==> src/rtl/incr_pattern_gen.sv <==
// Incrementing-pattern source with software-triggered bursts, programmable length and inter-word gap.
// Optional bit-0 error injection is enabled by defining INCR_PATTERN_GEN_ERR_INJECT_EN.
module incr_pattern_gen #(
  parameter int CNT_WIDTH = 8,
  parameter int LEN_WIDTH = 16,
  parameter int GAP_WIDTH = 8
) (
  input  logic                 clk,
  input  logic                 rstn,
  input  logic                 start,
  input  logic                 stop,
  input  logic [LEN_WIDTH-1:0] burst_len,
  input  logic [GAP_WIDTH-1:0] gap_cycles,
  input  logic                 data_ready,
`ifdef INCR_PATTERN_GEN_ERR_INJECT_EN
  input  logic                 inject_err,
`endif
  output logic [CNT_WIDTH-1:0] data_out,
  output logic                 data_valid,
  output logic                 busy,
  output logic                 done,
  output logic [31:0]          words_sent
);

  typedef enum logic [1:0] {
    S_IDLE = 2'd0,
    S_RUN  = 2'd1,
    S_GAP  = 2'd2,
    S_DONE = 2'd3
  } state_t;

  state_t               r_state;
  state_t               w_state_nxt;
  logic [CNT_WIDTH-1:0] r_pat;
  logic [LEN_WIDTH-1:0] r_len;
  logic [LEN_WIDTH-1:0] r_word_cnt;
  logic [GAP_WIDTH-1:0] r_gap;
  logic [GAP_WIDTH-1:0] r_gap_cnt;
  logic                 r_stop_seen;
  logic [31:0]          r_words;

  logic w_accept;
  logic w_xfer;
  logic w_last;
  logic [LEN_WIDTH-1:0] w_word_nxt;

  assign data_valid = (r_state == S_RUN);
  assign busy       = (r_state == S_RUN) || (r_state == S_GAP);
  assign done       = (r_state == S_DONE);
  assign words_sent = r_words;

  assign w_accept   = (r_state == S_IDLE) && start && !stop;
  assign w_xfer     = data_valid && data_ready;
  assign w_word_nxt = r_word_cnt + LEN_WIDTH'(1);
  // A zero length means continuous, so the word counter only marks the end when a length was given.
  assign w_last     = (r_len != '0) && (w_word_nxt == r_len);

  always_ff @(posedge clk or negedge rstn) begin
    if (!rstn) r_state <= S_IDLE;
    else       r_state <= w_state_nxt;
  end

  always_comb begin
    w_state_nxt = r_state;
    case (r_state)
      S_IDLE: if (w_accept) w_state_nxt = S_RUN;
      S_RUN: begin
        if (w_xfer) begin
          if (w_last || stop || r_stop_seen) w_state_nxt = S_DONE;
          else if (r_gap != '0)              w_state_nxt = S_GAP;
          else                               w_state_nxt = S_RUN;
        end
      end
      S_GAP: begin
        if (stop)                         w_state_nxt = S_DONE;
        else if (r_gap_cnt <= GAP_WIDTH'(1)) w_state_nxt = S_RUN;
      end
      S_DONE:  w_state_nxt = S_IDLE;
      default: w_state_nxt = S_IDLE;
    endcase
  end

  always_ff @(posedge clk or negedge rstn) begin
    if (!rstn) begin
      r_len      <= '0;
      r_gap      <= '0;
      r_word_cnt <= '0;
    end else if (w_accept) begin
      r_len      <= burst_len;
      r_gap      <= gap_cycles;
      r_word_cnt <= '0;
    end else if (w_xfer) begin
      r_word_cnt <= w_word_nxt;
    end
  end

  // Pattern and transfer totals survive across bursts; only reset clears them.
  always_ff @(posedge clk or negedge rstn) begin
    if (!rstn) begin
      r_pat   <= '0;
      r_words <= '0;
    end else if (w_xfer) begin
      r_pat   <= r_pat + CNT_WIDTH'(1);
      r_words <= r_words + 32'd1;
    end
  end

  // A stop arriving while a word waits is held until that word has gone.
  always_ff @(posedge clk or negedge rstn) begin
    if (!rstn)                          r_stop_seen <= 1'b0;
    else if (w_accept)                  r_stop_seen <= 1'b0;
    else if ((r_state == S_RUN) && stop) r_stop_seen <= 1'b1;
  end

  always_ff @(posedge clk or negedge rstn) begin
    if (!rstn)                  r_gap_cnt <= '0;
    else if (w_xfer)            r_gap_cnt <= r_gap;
    else if (r_state == S_GAP)  r_gap_cnt <= r_gap_cnt - GAP_WIDTH'(1);
  end

`ifdef INCR_PATTERN_GEN_ERR_INJECT_EN
  logic r_inj;

  // A new pulse wins over the clear so back-to-back requests are not lost.
  always_ff @(posedge clk or negedge rstn) begin
    if (!rstn)           r_inj <= 1'b0;
    else if (inject_err) r_inj <= 1'b1;
    else if (w_xfer)     r_inj <= 1'b0;
  end

  assign data_out = r_pat ^ {{(CNT_WIDTH-1){1'b0}}, r_inj & data_valid};
`else
  assign data_out = r_pat;
`endif

endmodule

==> config.mk <==
export PLATFORM = sky130hd
export DESIGN_NAME = incr_pattern_gen
export DESIGN_NICKNAME = d
export VERILOG_FILES = /design/src/rtl/incr_pattern_gen.sv
export SDC_FILE = /design/constraint.sdc
export NUM_CORES = 1
export LEC_CHECK = 0
export BUFFER_PORTS_ARGS = -buffer_cell sky130_fd_sc_hd__buf_4
export CAP_MARGIN = 15
export CELL_PAD_IN_SITES_DETAIL_PLACEMENT = 0
export CELL_PAD_IN_SITES_GLOBAL_PLACEMENT = 1
export CORE_UTILIZATION = 40
export DETAILED_ROUTE_END_ITERATION = 12
export PLACE_DENSITY = 0.79
export SLEW_MARGIN = 20
export SYNTH_ARGS = -nofsm -noshare
export SYNTH_HDL_FRONTEND = slang
export SYNTH_SLANG_ARGS = --single-unit
==> constraint.sdc <==
create_clock -name clk -period 2.1 [get_ports clk]
set_input_delay 0.105 -clock clk [delete_from_list [all_inputs] [get_ports clk]]
set_output_delay 0.105 -clock clk [all_outputs]
set_load 0.005 [all_outputs]
Yosys cells after proc, flatten, opt, wreduce, memory -nomap -nowiden
Index checks and enable logic that the tools add are counted.

Output and inout bits: 43. Register bits: 91.

Eq/ne operators: 7. Add/subtract/negate cells: 4. Mux-type cells: 13. Reductions and logical operators: 16. Magnitude comparators: 1.

Operator list (count): $add A32 B1 Y32 const B (1); $mux W16 (2); $add A16 B1 Y16 const B (1); $eq A16 B16 Y1 (1); $mux W8 (2); $reduce_bool A16 Y1 (1); $mux W2 (6); $add A8 B1 Y8 const B (1); $le A8 B1 Y1 const B (1); $pmux W2 S4 (1); $reduce_bool A8 Y1 (1); $sub A8 B1 Y8 const B (1); $reduce_bool A2 Y1 (3); $logic_and A1 B1 Y1 (5); $eq A2 B2 Y1 const B (2); $logic_or A1 B1 Y1 (3); $ne A3 B2 Y1 const B (1); $reduce_and A3 Y1 (1); $eq A2 B1 Y1 const B (1); $logic_not A2 Y1 (1); $mux W1 (2); $ne A2 B1 Y1 const B (1); $ne A2 B2 Y1 const B (1); $logic_not A1 Y1 (1).

Depth between registers and ports, before layout
Gate-level depths: netlist of the first run.

Word-level depth: 8. Mapped depth: 9. Gate-level depth less buffers: 8.

Least setup slack after synthesis of the first run
No wires, ideal clock.

Path type: reg-to-reg. From: register r_word_cnt[0]. To: register r_state[0]. Library setup time: 87 ps. Period minus slack after synthesis: 2160 ps. Cell stages (with the launch flop): 9. Data required time: 2013 ps. Arrival: 2073 ps. Slack: -60 ps. Path buffers: 1. Cell sequence: dfrtp_1 > ha_1 > clkbuf_1 > nand4_1 > nor3_1 > mux2_2 > a2111oi_0 > nand4_1 > a22oi_1.

Cells in the longest elaborated chain, start to end: 8.

RTL lines: from (decl) (line 36) `logic [LEN_WIDTH-1:0] r_word_cnt;`; from (signal assigned) (line 93) `r_word_cnt <= w_word_nxt;`; $add A16 B1 Y16 (line 54) `assign w_word_nxt = r_word_cnt + LEN_WIDTH'(1);`; $eq A16 B16 Y1 (line 56) `assign w_last = (r_len != '0) && (w_word_nxt == r_len);`; $logic_and A1 B1 Y1 (line 56); $logic_or A1 B1 Y1 (2 in series) (line 69) `if (w_last || stop || r_stop_seen) w_state_nxt = S_DONE;`; $mux W2 (line 69); $mux W2 (line 68) `if (w_xfer) begin`; $pmux W2 S4 (line 65) `case (r_state)`; to (signal assigned) (line 60) `else r_state <= w_state_nxt;`; to (decl) (line 32) `state_t r_state;`.

No other way between the ends. The select of a mux whose other input is x is not followed. A chain may end at the register's enable or synchronous reset.

Final worst setup path of the first run
From: register r_word_cnt[6]. To: register r_state[0].

Same word-level chain as after synthesis.

==> run metrics, run 1 <==
Max Cap Viol 0; Leak 2.79 nW; Nets 601; failing checks negative setup slack; Yosys top cell area share 0.487; DRT iter0 DRCs 180; root buffer cell clkbuf_16; # setup viols final 2; top achievable clock speed 471 MHz; synth warn 0; area share of xor/xnor cells in the synthesized design 0.148; Synth Area in Simple Gates 0.192; worst-skew pair later-pin latency 0.34 ns; vias in the first global route 3,495; Crit. End Element flop; Hold Path Class input pin to flop; largest family of logic cells by synthesized area simple AND/OR/NAND/NOR gates; routed length per placed instance 14.9 µm; WP data required 2.36 ns; vias per cell 5.08; fin. max-slew vios 0; status finished with violations; Final Critical Period 2.13 ns; Cell Pwr Density 1020 nW/µm²; Seq/Total Area, Yosys 0.487; crit path max fanout 5; Setup WS post-layout -0.0252 ns; Relative slew margins 0.567; Tot Pwr 6.29 mW; CTS Sinks 91; largest area contributor in the netlist dfrtp_1; CTS Buffer Depth 2; Layout area overhead 32.2%; H-tree Lvls 3; Post-synth top cells 91 x dfrtp_1, 55 x xnor2_1, 42 x nand2_1, 29 x nor2_1, 26 x mux2_2; GPL Wtd Cong 0.860; initial core utilization 0.409; count of final hold-check violations 0; pre-CTS setup slack -0.0899 ns; Post-Syn Nets 483; arrival time worst endpoint 2.39 ns; ANT cells 0; most frequent cell after synthesis dfrtp_1; ys async rst share 1.00; first-pass GRT wire length 17,000 µm; RSZ-0062 raised after global routing yes; Syn Inst Count 444; Netlist cell types 47; Peak VDD IR 473 µV; kind of critical path flop to flop; antenna viol nets, final 0; layout cell share with drive strength beyond 1 0.286; IO Port Bufs 71; antenna violations before repair 0; actual slew at the worst max-slew pin 0.650 ns; placed wire-length estimate 7350 µm; Die Footprint 12,100 µm²; core area 11,400 µm²; routed wire length 10,600 µm; Mapped Area 4670 µm²; CTS tree yes; Setup Skew 0.00726 ns; Die Span Y 110 µm; drt first pass iters 4; row cnt 39; FF+latch count, synth 91; clk slew on worst S/H paths 0.06 ns; die outline width 110 µm; reg2reg setup slack -0.03 ns; Post-synth EDFFs 0; I/O pin total 72; Synth Area in Adders 0.0268; grt ovf 0; total CTS buffers 9; Top FF cell, synth dfrtp_1; largest net degree at the start of global routing 50; DR vias 3,609; Residual DRC 0; syn_area_per_cell 10.5 µm²; CP Launch Type flop; gr usage total 0.185; dominant cells by area after synthesis dfrtp_1 49%, xnor2_1 10%, mux2_2 6.3%; mux share of post-synthesis cell area 0.0669; complex-gate fraction of the synthesized area 0.0514; period utilisation layout 1.01
## critical path, cell delays in order (launching register included)
cell       delay (ns)
dfrtp_1          0.45
nand4_4          0.16
or4_4            0.52
a2111oi_4        0.32
nor4b_4          0.25
nand4_1          0.16
a22oi_1          0.18
## power breakdown
| part | switching [mW] | internal (mW) |
|---|---|---|
| Combinational | 0.916 | 1.11 |
| Clock | 0.690 | 0.839 |
| Sequential | 0.524 | 2.20 |
| Total | 2.13 | 4.16 |
## path summary, 6_finish.rpt
path                                start              to  cells past startpoint
max                         r_word_cnt[6]      r_state[0]                      6
min                         burst_len[15]       r_len[15]                      2
max reg2reg                 r_word_cnt[6]      r_state[0]                      6
min reg2reg                words_sent[31]  words_sent[31]                      1
max in group asynchronous            rstn        r_len[4]                      3
min in group asynchronous            rstn   words_sent[5]                      2
## metal layers
metal  GRT usage  vias up  part of all wire
li1            -     1778                 -
met1       0.233     1749              0.46
met2       0.308       71              0.48
met3      0.0323       11             0.038
met4      0.0846        0             0.018
met5           0        -                 0
## state kept, by name (all words and copies together), names as in the netlist
| register | cells |
|---|---|
| r_len | 16 |
| r_stop_seen | 1 |
| r_gap | 8 |
| words_sent | 32 |
| data_out | 8 |
| r_state | 2 |
| r_gap_cnt | 8 |
| r_word_cnt | 16 |
## logic make-up (layout without fill, tap and decap cells)
family / after synthesis / after routing
multiplexers: 28 / 28
buffers and inverters: 32 / 154
AND/OR/NAND/NOR: 166 / 167
XOR/XNOR: 79 / 79
flip-flops: 91 / 91
AO/OA/AOI/OAI: 38 / 38
adder cells (fa/ha/maj): 10 / 10
## final cells by class
| cell class | count | area [µm²] |
|---|---|---|
| timing repair buffer | 126 | 1020 |
| multi-input combinational | 322 | 2370 |
| inverter | 12 | 45.0 |
| fill | 998 | 5240 |
| clock buffer | 11 | 243 |
| sequential | 91 | 2280 |
| tap | 143 | 179 |
| clock inverter | 5 | 37.5 |
## stage by stage
| step | instances | setup TNS [ns] | utilization | area (µm²) | hold slack (ns) |
|---|---|---|---|---|---|
| floorplan | 444 | 0 | - | 4680 | -0.191 |
| global placement | 663 | -0.00775 | 0.482 | 5510 | 0.164 |
| detailed placement | 663 | -0.157 | 0.482 | 5510 | 0.176 |
| CTS | 703 | 0 | 0.528 | 6030 | 0.00696 |
| global route | 710 | -0.194 | 0.541 | 6180 | 0.0123 |
| finish | 710 | -0.0298 | 0.541 | 6180 | 0.0149 |
## layout by cell type, fill, tap and decap left out, drive strengths merged, types with 4 or more instances in the layout
cell type / n
a21oi: 9
and2: 6
and3: 8
and4: 7
buf: 102
clkbuf: 11
dfrtp: 91
dlygate4sd3: 24
ha: 10
inv: 13
mux2: 26
nand2: 43
nand3: 15
nand4: 19
nor2: 29
nor3: 11
nor4: 12
nor4b: 4
o21ai: 14
xnor2: 55
xor2: 24
## timing repair
action / 4_1_cts / 5_1_grt
setup endpoints to repair: 2 / 4
pin swaps: 0 / 10
gates cloned: 0 / 1
setup buffers: 0 / 6
hold buffers: 24 / 0
resized for setup: 2 / 14
endpoints found under the hold margin: 71 / 0
Power figures use the tool's default switching activity.
==> inputs of run 2 (changes only) <==
--- a/config.mk
+++ b/config.mk
@@ -5,13 +5,14 @@
 export SDC_FILE = /design/constraint.sdc
 export NUM_CORES = 1
 export LEC_CHECK = 0
+export ABC_AREA = 1
 export BUFFER_PORTS_ARGS = -buffer_cell sky130_fd_sc_hd__buf_4
 export CAP_MARGIN = 15
 export CELL_PAD_IN_SITES_DETAIL_PLACEMENT = 0
 export CELL_PAD_IN_SITES_GLOBAL_PLACEMENT = 1
-export CORE_UTILIZATION = 40
+export CORE_UTILIZATION = 39
 export DETAILED_ROUTE_END_ITERATION = 12
-export PLACE_DENSITY = 0.79
+export PLACE_DENSITY = 0.8
 export SLEW_MARGIN = 20
 export SYNTH_ARGS = -nofsm -noshare
 export SYNTH_HDL_FRONTEND = slang
==> run 2 against run 1 <==
  * The flow now finishes without violations
  * Power is 17% higher
  * Critical path depth is 5 higher
  * Clock power rose by 7%
  * Setup slack improved by 0.087 ns
  * Synthesized cell count is 31% higher
  * Synthesized area up 3.9%
  * Clock-buffer cell count down 1
  * Combinational power increased by 40%
  * Sequential power is 5% higher
==> run metrics, run 2 <==
Tot Pwr 7.35 mW; kind of critical path flop to flop; Die Span Y 114 µm; Top FF cell, synth dfrtp_1; largest area contributor in the netlist dfrtp_1; ys async rst share 1.00; setup TNS 0 ns; Post-Syn Nets 622; largest net degree at the start of global routing 46; vias per cell 4.81; Setup Skew 0.00824 ns; WP buf/inv 2; Final Critical Period 2.04 ns; Post-synth top cells 164 x nand2_1, 91 x dfrtp_1, 72 x inv_1, 48 x nand3_1, 46 x nor2_1; DRT iter0 DRCs 190; CTS Sinks 91; Layout area overhead 32.6%; die outline width 114 µm; fin. max-slew vios 0; count of final hold-check violations 0; Final Cell Area 6440 µm²; ANT cells 0; Crit. End Element flop; status complete, no violations; Max Cap Viol 0; Worst path top cell family by delay simple AND/OR/NAND/NOR gates; Cell Pwr Density 1140 nW/µm²; routed length per placed instance 13.2 µm; Residual DRC 0; GPL Wtd Cong 0.820; actual slew at the worst max-slew pin 0.385 ns; dominant cells by area after synthesis dfrtp_1 47%, nand2_1 13%, inv_1 5.6%; Seq/Total Area, Yosys 0.469; gr usage total 0.189; CTS Buffer Depth 2; Hold Path Class input pin to flop; Post-synth EDFFs 0; RSZ-0062 raised after global routing yes; Netlist cell types 36; crit path max fanout 4; pre-CTS setup slack 0.0754 ns; placed wire-length estimate 8110 µm; DR vias 4,225; Nets 745; clk slew on worst S/H paths 0.07 ns; antenna viol nets, final 0; syn_area_per_cell 8.33 µm²; # setup viols final 0; worst-skew pair later-pin latency 0.35 ns; CP Cell Sequence inv_2, ha_4, nand2_4, inv_4, nand3_4, nor3_4, nand3_2, nor2_4, nand4_1, nor3_2, xor2_1; most frequent cell after synthesis nand2_1; Peak VDD IR 575 µV; H-tree Lvls 3; Worst path slowest cell dfrtp_1; Worst path max stage delay 0.39 ns; Setup WS post-layout 0.0617 ns; most common cell after layout, fill and taps aside nand2_1; drt first pass iters 4; Leak 3.16 nW; initial core utilization 0.403; dpl cell area 5710 µm²; vias in the first global route 4,051; WP data required 2.38 ns; I/O pin total 72; Syn Inst Count 583; row cnt 40; FF+latch count, synth 91; commonest cells after routing, fill and taps aside 160 x nand2_1, 91 x buf_4, 88 x dfrtp_1, 70 x inv_1, 42 x nand3_1; root buffer cell clkbuf_16; core area 12,100 µm²; routed wire length 11,600 µm; layout cell share with drive strength beyond 1 0.218; Yosys top cell area share 0.469; max FFs per register 32; CP Launch Type flop; total CTS buffers 9; Mapped Area 4860 µm²; synth warn 0; grt ovf 0; CTS tree yes; arrival time worst endpoint 2.32 ns; Relative slew margins 0.742; period utilisation layout 0.971; antenna violations before repair 0; Die Footprint 12,900 µm²; first-pass GRT wire length 19,100 µm; top achievable clock speed 491 MHz; IO Port Bufs 71
==> run 2: cell types whose count changed in the layout (fill, tap and decap cells not counted), moves of 9 or more <==
cell | before | now
o22ai_1 | 1 | 10
xnor2_1 | 54 | 13
nand3_1 | 13 | 42
nand2_1 | 42 | 160
inv_1 | 12 | 70
a21oi_1 | 9 | 0
mux2_2 | 25 | 0
buf_4 | 101 | 91
nor2_1 | 29 | 40
o21ai_0 | 14 | 26
nor4_1 | 11 | 2
==> run 2: cell type report <==
type,count,area [µm²]
Fill cell,1130,5620
Clock buffer,10,229
Multi-Input combinational cell,409,2380
Inverter,75,288
Timing Repair Buffer,119,976
Clock inverter,5,62.6
Timing Repair inverter,1,7.51
Sequential cell,91,2280
Tap cell,168,210
==> run 2: through the flow <==
| step | std cells | hold slack, ns | util |
|---|---|---|---|
| final | 878 | 0.0897 | 0.534 |
| after global routing | 878 | 0.109 | 0.534 |
| after CTS | 871 | 0.0728 | 0.518 |
| after detailed placement | 831 | 0.0528 | 0.473 |
| after global placement | 831 | 0.0516 | 0.473 |
| after floorplan | 583 | -0.191 | - |
==> run 2: metal layers <==
| metal | vias up | GRT usage | part of all wire |
|---|---|---|---|
| met3 | 17 | 0.0250 | 0.026 |
| met5 | - | 0 | 0 |
| met1 | 2014 | 0.248 | 0.47 |
| met2 | 55 | 0.314 | 0.48 |
| li1 | 2139 | - | - |
| met4 | 0 | 0.0816 | 0.019 |
==> run 2: worst reg2reg max path, delay by kind of cell, from the launching register on <==
kind	cells	cell delay (ns)
xor gates and xnor gates	1	0.16
and+or+nand+nor	7	1.13
adders and majority gates	1	0.14
buffers and inverters	2	0.16
DFF	1	0.39
==> run 2: path summary, 6_finish.rpt <==
path	from	to	slack [ns]	depth (start not counted)
max in group asynchronous	rstn	r_word_cnt[5]	1.24	3
min in group asynchronous	rstn	r_stop_seen	0.21	2
hold / removal	stop	r_stop_seen	0.09	5
setup / recovery	r_state[1]	words_sent[31]	0.06	11
setup reg to reg	r_state[1]	words_sent[31]	0.06	11
hold reg to reg	words_sent[31]	words_sent[31]	0.48	1
==> run 2: cells by family (layout without fill, tap and decap cells) <==
group	after synthesis	count (layout)	synth area share
adders and majority gates	10	10	0.0258
xor gates and xnor gates	44	44	0.0850
and+or+nand+nor	303	303	0.290
buffers and inverters	83	210	0.0644
AOI/OAI and AO/OA	52	52	0.0659
DFF	91	91	0.469
==> run 2: what timing repair did <==
action / CTS / global route
endpoints found under the hold margin: 49 / 0
setup buffers: 0 / 6
resized for setup: 0 / 37
setup endpoints to repair: 0 / 19
hold buffers: 25 / 0
==> run 2: power by group <==
part           internal [mW]  total (mW)  switching [mW]
Sequential              2.33        2.87           0.541
Combinational           1.27        2.85            1.57
Clock                  0.923        1.63           0.704
Total                   4.53        7.35            2.82
